==> config.mk <==
export PLATFORM = sky130hd
export DESIGN_NAME = alu_accumulator
export DESIGN_NICKNAME = d
export VERILOG_FILES = /design/src/rtl/alu_pkg.sv /design/src/rtl/add_sub_logic.sv /design/src/rtl/alu_accumulator.sv
export SDC_FILE = /design/constraint.sdc
export NUM_CORES = 1
export LEC_CHECK = 0
export CORE_AREA = 2 2 107 109
export DETAILED_ROUTE_END_ITERATION = 6
export DIE_AREA = 0 0 109 111
export MAX_ROUTING_LAYER = met4
export PLACE_DENSITY = 0.49
export SYNTH_ARGS = -nofsm -noshare
export SYNTH_HDL_FRONTEND = slang
export SYNTH_SLANG_ARGS = --single-unit
==> constraint.sdc <==
create_clock -name clk -period 4.9 [get_ports clk]
set_input_delay 1.225 -clock clk [delete_from_list [all_inputs] [get_ports clk]]
set_output_delay 1.225 -clock clk [all_outputs]
set_load 0.01 [all_outputs]
==> src/rtl/alu_pkg.sv <==
// Shared op codes and controller state encoding for the accumulator ALU.
package alu_pkg;

  localparam logic [1:0] OP_ADD   = 2'd0;
  localparam logic [1:0] OP_SUB   = 2'd1;
  localparam logic [1:0] OP_NOT   = 2'd2;
  localparam logic [1:0] OP_CARRY = 2'd3;

  localparam int DATA_W = 16;

  typedef enum logic [1:0] {
    IDLE = 2'd0,
    EXEC = 2'd1,
    HOLD = 2'd2
  } state_e;

endpackage

==> src/rtl/add_sub_logic.sv <==
// Shared adder/subtractor: sub=1 computes a-b as a+~b+1, carry is the adder's top bit.
module add_sub_logic #(
  parameter int W = 16
) (
  input  logic [W-1:0] a,
  input  logic [W-1:0] b,
  input  logic         sub,
  output logic [W-1:0] sum,
  output logic         carry
);

  logic [W:0]   full;
  logic [W-1:0] b_eff;

  always_comb begin
    b_eff = sub ? ~b : b;
    full  = {1'b0, a} + {1'b0, b_eff} + {{W{1'b0}}, sub};
    sum   = full[W-1:0];
    carry = full[W];
  end

endmodule

==> src/rtl/alu_accumulator.sv <==
// Handshaked accumulator ALU: IDLE accepts a command, EXEC updates acc, HOLD presents the result.
module alu_accumulator
  import alu_pkg::*;
#(
  parameter int CNT_W = 8
) (
  input  logic              clk,
  input  logic              reset,
  input  logic              cmd_valid,
  output logic              cmd_ready,
  input  logic              cmd_load,
  input  logic [1:0]        cmd_op,
  input  logic [15:0]       cmd_operand,
  output logic              res_valid,
  input  logic              res_ready,
  output logic [15:0]       res_data,
  output logic [15:0]       acc,
  output logic [CNT_W-1:0]  op_count
);

  state_e             state_q, state_d;
  logic               load_q, load_d;
  logic [1:0]         op_q, op_d;
  logic [15:0]        operand_q, operand_d;
  logic [15:0]        acc_q, acc_d;
  logic [15:0]        res_data_q, res_data_d;
  logic [CNT_W-1:0]   op_count_q, op_count_d;
  logic               cmd_ready_q, cmd_ready_d;
  logic               res_valid_q, res_valid_d;

  logic [15:0]        sum;
  logic               carry;
  logic [15:0]        alu_r;

  add_sub_logic #(.W(16)) u_add_sub (
    .a     (acc_q),
    .b     (operand_q),
    .sub   (op_q == OP_SUB),
    .sum   (sum),
    .carry (carry)
  );

  always_comb begin
    alu_r = sum;
    case (op_q)
      OP_ADD:   alu_r = sum;
      OP_SUB:   alu_r = sum;
      OP_NOT:   alu_r = ~operand_q;
      OP_CARRY: alu_r = {15'd0, carry};
      default:  alu_r = sum;
    endcase
  end

  // Handshake flags are derived from the next state so every output stays registered.
  always_comb begin
    state_d    = state_q;
    load_d     = load_q;
    op_d       = op_q;
    operand_d  = operand_q;
    acc_d      = acc_q;
    res_data_d = res_data_q;
    op_count_d = op_count_q;
    case (state_q)
      IDLE: begin
        if (cmd_valid && cmd_ready_q) begin
          state_d   = EXEC;
          load_d    = cmd_load;
          op_d      = cmd_op;
          operand_d = cmd_operand;
        end
      end
      EXEC: begin
        state_d    = HOLD;
        acc_d      = load_q ? operand_q : alu_r;
        res_data_d = acc_d;
        op_count_d = op_count_q + CNT_W'(1);
      end
      HOLD: begin
        if (res_ready) begin
          state_d = IDLE;
        end
      end
      default: state_d = IDLE;
    endcase
    cmd_ready_d = (state_d == IDLE);
    res_valid_d = (state_d == HOLD);
  end

  always_ff @(posedge clk or posedge reset) begin
    if (reset) begin
      state_q     <= IDLE;
      load_q      <= 1'b0;
      op_q        <= OP_ADD;
      operand_q   <= 16'd0;
      acc_q       <= 16'd0;
      res_data_q  <= 16'd0;
      op_count_q  <= '0;
      cmd_ready_q <= 1'b0;
      res_valid_q <= 1'b0;
    end else begin
      state_q     <= state_d;
      load_q      <= load_d;
      op_q        <= op_d;
      operand_q   <= operand_d;
      acc_q       <= acc_d;
      res_data_q  <= res_data_d;
      op_count_q  <= op_count_d;
      cmd_ready_q <= cmd_ready_d;
      res_valid_q <= res_valid_d;
    end
  end

  assign cmd_ready = cmd_ready_q;
  assign res_valid = res_valid_q;
  assign res_data  = res_data_q;
  assign acc       = acc_q;
  assign op_count  = op_count_q;

endmodule

Word-level counts from Yosys, hierarchy flattened --
Index checks and enable logic that the tools add are counted.
Word-level totals: register bits after elaboration 47, output and inout port bits 42, word-level logic and storage cells 30
Operators by class: add/sub/neg operators 3, equal/unequal tests 6, muxes and demuxes 6, bitwise logic cells 1, reduce and logical (&&, ||, !) cells 6
Operators with widths (count):
- $pmux W16 S3 | 1
- $mux W16 | 2
- $add A16 B16 Y17 | 1
- $add A17 B1 Y17 | 1
- $not A16 Y16 | 1
- $add A8 B1 Y8 const B | 1
- $eq A2 B2 Y1 const B | 4
- $logic_not A2 Y1 | 3
- $pmux W2 S3 | 1
- $eq A2 B1 Y1 const B | 2
- $mux W2 | 2
- $reduce_and A2 Y1 | 1
- $reduce_or A2 Y1 | 1
- $logic_and A1 B1 Y1 | 1

Depth between registers and ports, before layout --
depth after elaboration 6, mapped depth 12, gate-level depth less buffers 9

Cells and area by module --
Synthesis repeated with hierarchy kept, for this count alone.
Unflattened totals: cell total of the unflattened synthesis 345, area, all modules 3281.9 µm²
Modules (own cells, without submodules):
- alu_accumulator | times used 1, cells an instance 223, area an instance 2362.3 µm², sequential area each 1176.1 µm²
- add_sub_logic | times used 1, cells an instance 122, area an instance 919.6 µm², sequential area each 0.0 µm²

Worst setup path before layout --
No wires, ideal clock.
path kind register to register, start reg op_q[1], end reg res_data_q[8], in the netlist res_data[8], data arrival time 2.797 ns, required time 4.779 ns, slack 1.982 ns, stages on the path, launching flop included 13, clock period less this slack 2.918 ns, cells stage by stage dfrtp_1 > clkbuf_8 > or2b_1 > clkbuf_1 > buf_2 > xnor2_1 > ha_1 > a211o_1 > a22oi_2 > o21ba_1 > xor2_1 > o221ai_1 > a22o_1
Between the ends: cells in the longest elaborated chain, start to end 6, elaborated cells between the ends (all ways) 10, those cells by class 2 x add/sub; 3 x eq/ne; 3 x mux; 2 x reduce/logical
Ends and longest elaborated chain:
- from (decl) | RTL line alu_accumulator.sv:23 | logic [1:0] op_q, op_d;
- from (signal assigned) | RTL line alu_accumulator.sv:103 | op_q <= op_d;
- $eq A2 B1 Y1 | RTL line alu_accumulator.sv:38, alu_accumulator.sv:45
- $mux W16 | RTL line add_sub_logic.sv:16 | b_eff = sub ? ~b : b;
- $add A16 B16 Y17 | RTL line add_sub_logic.sv:17 | full = {1'b0, a} + {1'b0, b_eff} + {{W{1'b0}}, sub};
- $add A17 B1 Y17 | RTL line add_sub_logic.sv:17
- $pmux W16 S3 * | RTL line alu_accumulator.sv:45 | case (op_q)
- $mux W16 * | RTL line alu_accumulator.sv:74 | acc_d = load_q ? operand_q : alu_r;
- to (signal assigned) | RTL line alu_accumulator.sv:106 | res_data_q <= res_data_d;
- to (decl) | RTL line alu_accumulator.sv:26 | logic [15:0] res_data_q, res_data_d;
Every way passes the cells marked *; elsewhere a longest branch is shown, timed or not. A chain may end at the register's enable or synchronous reset.

Worst setup path in the final report --
start reg op_q[0], end reg res_data_q[8], in the netlist res_data[8]
The elaborated chain is that of the path after synthesis.

==> results by group <==
Synthesis
  • Largest family of logic cells by synthesized area: compound AO/OA/AOI/OAI gates
  • Adder-cell share of the synthesized area: between 6 and 7%
  • Synth Area in XOR/XNOR: a little under a tenth
  • Syn Nets: approximately 360
  • Post-synth top area share: between 30% and 40%
  • Asr flop ratio synth: 100.0%
  • Simple-Gate Fraction of Synth Area: between 10% and 20%
  • Top FF cell, synth: dfrtp_1
  • Syn Area/Cell: roughly 9.9 um^2
  • Post-synthesis sequential area ratio: ~37%
  • Synth area leader: dfrtp_1
  • Synthesized area: approximately 3200 um^2
  • Yosys warns: 0
  • Netlist cell types: 61
  • Mux contribution to synthesized area: roughly 6.7%
  • Number of flops mapped to enable cells by yosys: 0
  • Syn Inst Count: between 300 and 400
  • Synth area leaders: dfrtp_1, xnor2_1, mux2_2, ha_1, buf_4
  • Post-synthesis compound-gate area fraction: between 10% and 20%
  • #FFs+latches synth: 47

Setup path
  • CP max FO: 15
  • Reg2reg path depth: 9
  • Setup CP Type: flop to flop
  • Critical path arrival: between 3000 and 4000 ps
  • Buffers & Inverters on Critical Path: 0
  • Reg-to-reg endpoint: res_data[8]
  • Worst path slowest cell: or2b_1
  • R2R Setup Slk: 1710 ps
  • CP Depth: 9
  • Crit-path leading delay family: compound AO/OA/AOI/OAI gates
  • CP cell instances: or2b_1, xnor2_1, ha_1, a211o_1, a22oi_2, o21ba_1, xor2_1, o221ai_1, a22o_1
  • Worst Setup Start Kind: flop
  • Worst R2R Start: op_q[0]
  • CP endpoint kind: flop
  • Crit-path max cell delay: between 700 and 800 ps
  • Critical Path RT: about 5100 ps

Timing
  • RSZ-0062 raised after global routing: false
  • Fin Clk Skew: around 7 ps
  • Final TNS setup: 0 ps
  • Final setup vio count: 0
  • Slew margin rel.: between 30% and 40%
  • Slew Viols, Final: 0
  • Final Worst Setup Slack: ~1700 ps
  • Peak Freq: 313.6 MHz
  • Final Cycle Share: roughly 65%
  • Worst-Margin Slew: between 1000 and 1500 ps
  • Hold Fails Final Rpt: 0
  • Period minus WS final: ~3200 ps

Routing
  • Routed WL: about 7.9 mm
  • DR vias: between 2k and 3k
  • Vias/cell: a little under 5
  • DRT Pass-1 Iters: 4
  • Detailed-route wire length per cell: approximately 15 um
  • DRC errors left: 0
  • Post-route ant nets: 0
  • Initial drt markers: 93

Layout
  • Layout net count: approximately 410
  • ANT cells: 0
  • Layout cells sized above 1: about an eighth
  • Fin area: approximately 4000 um^2
  • Commonest non-fill, non-tap cell in the layout: clkdlybuf4s50_1
  • Area growth syn-to-layout: 25.76%
  • Most frequent cells in the layout: clkdlybuf4s50_1, dfrtp_1, nand2_1, xnor2_1, nor2_1
  • Final core utilization: a little over a third

Worst hold path
  • WHS Path Cells: 1
  • Hold crit path type: flop to flop
  • Hold path endpoint: op_count[7]
  • Critical hold path startpoint: op_count[7]

Status
  • Outcome: finished clean

Floorplan
  • Core ar.: about 11000 um^2
  • Die Wd: 109 um
  • Initial Util: about 29%
  • Die ar.: around 12000 um^2
  • Chip Height: 111 um
  • Row Count: 39
  • # IOs: 65

CTS
  • Clk sinks: 47
  • Clock root buffer: clkbuf_16
  • Clk slew on worst S/H paths: about 70 ps
  • CTS Buffer Depth: 2
  • Hold-fix buffers, CTS: 0
  • Clk_lat worst skew: 290 ps
  • CTS tree: built
  • H-tree depth: 2
  • Post-CTS Setup Bufs: 0
  • Gates resized, CTS repair: 0
  • Num CTS Buffers: 5

Global routing
  • Global-route wire length before repair: roughly 13 mm
  • Total Routing Usage GR: between 10% and 20%
  • Antenna violations before repair: 0
  • GR Overflow Total: 0
  • Largest net degree at the start of global routing: 48
  • Vias in the first global route: approximately 2.6k

Placement
  • GP Congestion: 0.8403
  • Input/output buffers: 64
  • Dpl cell area: 3811 um^2
  • Place WS: about 1600 ps
  • Hpwl dp: 5.722 mm

Flow run
  • MaxCap Viol Count: 0
-- metrics by stage --
stage	cells	hold WS [ps]
global route	512	510.2
detailed placement	504	464.6
global placement	504	462.5
finish	512	470.1
floorplan	323	502.2
CTS	512	478.8
-- cells by family (layout without fill, tap and decap cells) --
| logic type | Yosys count | after routing |
|---|---|---|
| AND/OR/NAND/NOR | 87 | 87 |
| AO/OA/AOI/OAI | 84 | 84 |
| flip-flops | 47 | 47 |
| buffers and inverters | 36 | 82 |
| XOR/XNOR | 33 | 33 |
| multiplexers | 19 | 19 |
| adder cells (fa/ha/maj) | 17 | 17 |
-- state kept, by name, indices dropped and copies added (netlist names) --
| register | cells |
|---|---|
| operand_q | 16 |
| res_data | 16 |
| op_count | 8 |
| op_q | 2 |
| state_q | 2 |
| cmd_ready | 1 |
| load_q | 1 |
| res_valid | 1 |
-- routing by layer --
layer,vias to the layer above,GRT usage (%),routed length [um]
met5,-,-,0
met4,0,4.017,97
met3,9,1.822,327
met2,63,21.16,3536
met1,1212,19.12,3896
li1,1245,-,-
-- worst max-delay path by stage --
stage                   start  slack (ps)             to
floorplan             op_q[1]        1980    res_data[8]
global placement    cmd_valid        1670  operand_q[13]
detailed placement  cmd_valid        1640  operand_q[11]
CTS                   op_q[0]        1720    res_data[8]
global route          op_q[0]        1450    res_data[8]
finish                op_q[0]        1710    res_data[8]
-- cell type report --
class / count / area, um^2
clock buffer: 5 / 125.1
fill: 1147 / 7069
clock inverter: 3 / 71.32
tap: 143 / 178.9
inverter: 6 / 22.52
timing repair buffer: 68 / 670.6
sequential: 47 / 1176
multi-input combinational: 240 / 1763
-- cell usage after synthesis (2+ instances only) --
cell type   n
o211ai_1    5
inv_1       5
nor2_1     26
a22o_1      3
dfrtp_1    47
xnor2_1    26
or2_1       2
a21oi_1     8
mux2_2     18
nand4_1     2
ha_1       16
o221ai_1    7
o21ai_0    20
a211oi_1    6
xor2_1      7
nor3_1      5
a21o_1      3
nand3_1     5
nand2b_1    6
clkbuf_8    4
o21a_1      6
buf_4      17
o22ai_1     4
and3_1      3
nand2_1    27
o31ai_2     2
o21ai_1     2
buf_2       5
o22a_1      2
clkbuf_1    3
Power is left out: the tool's default activity adds up to more than one toggle a clock period on the data nets, which glitch-free logic cannot reach.
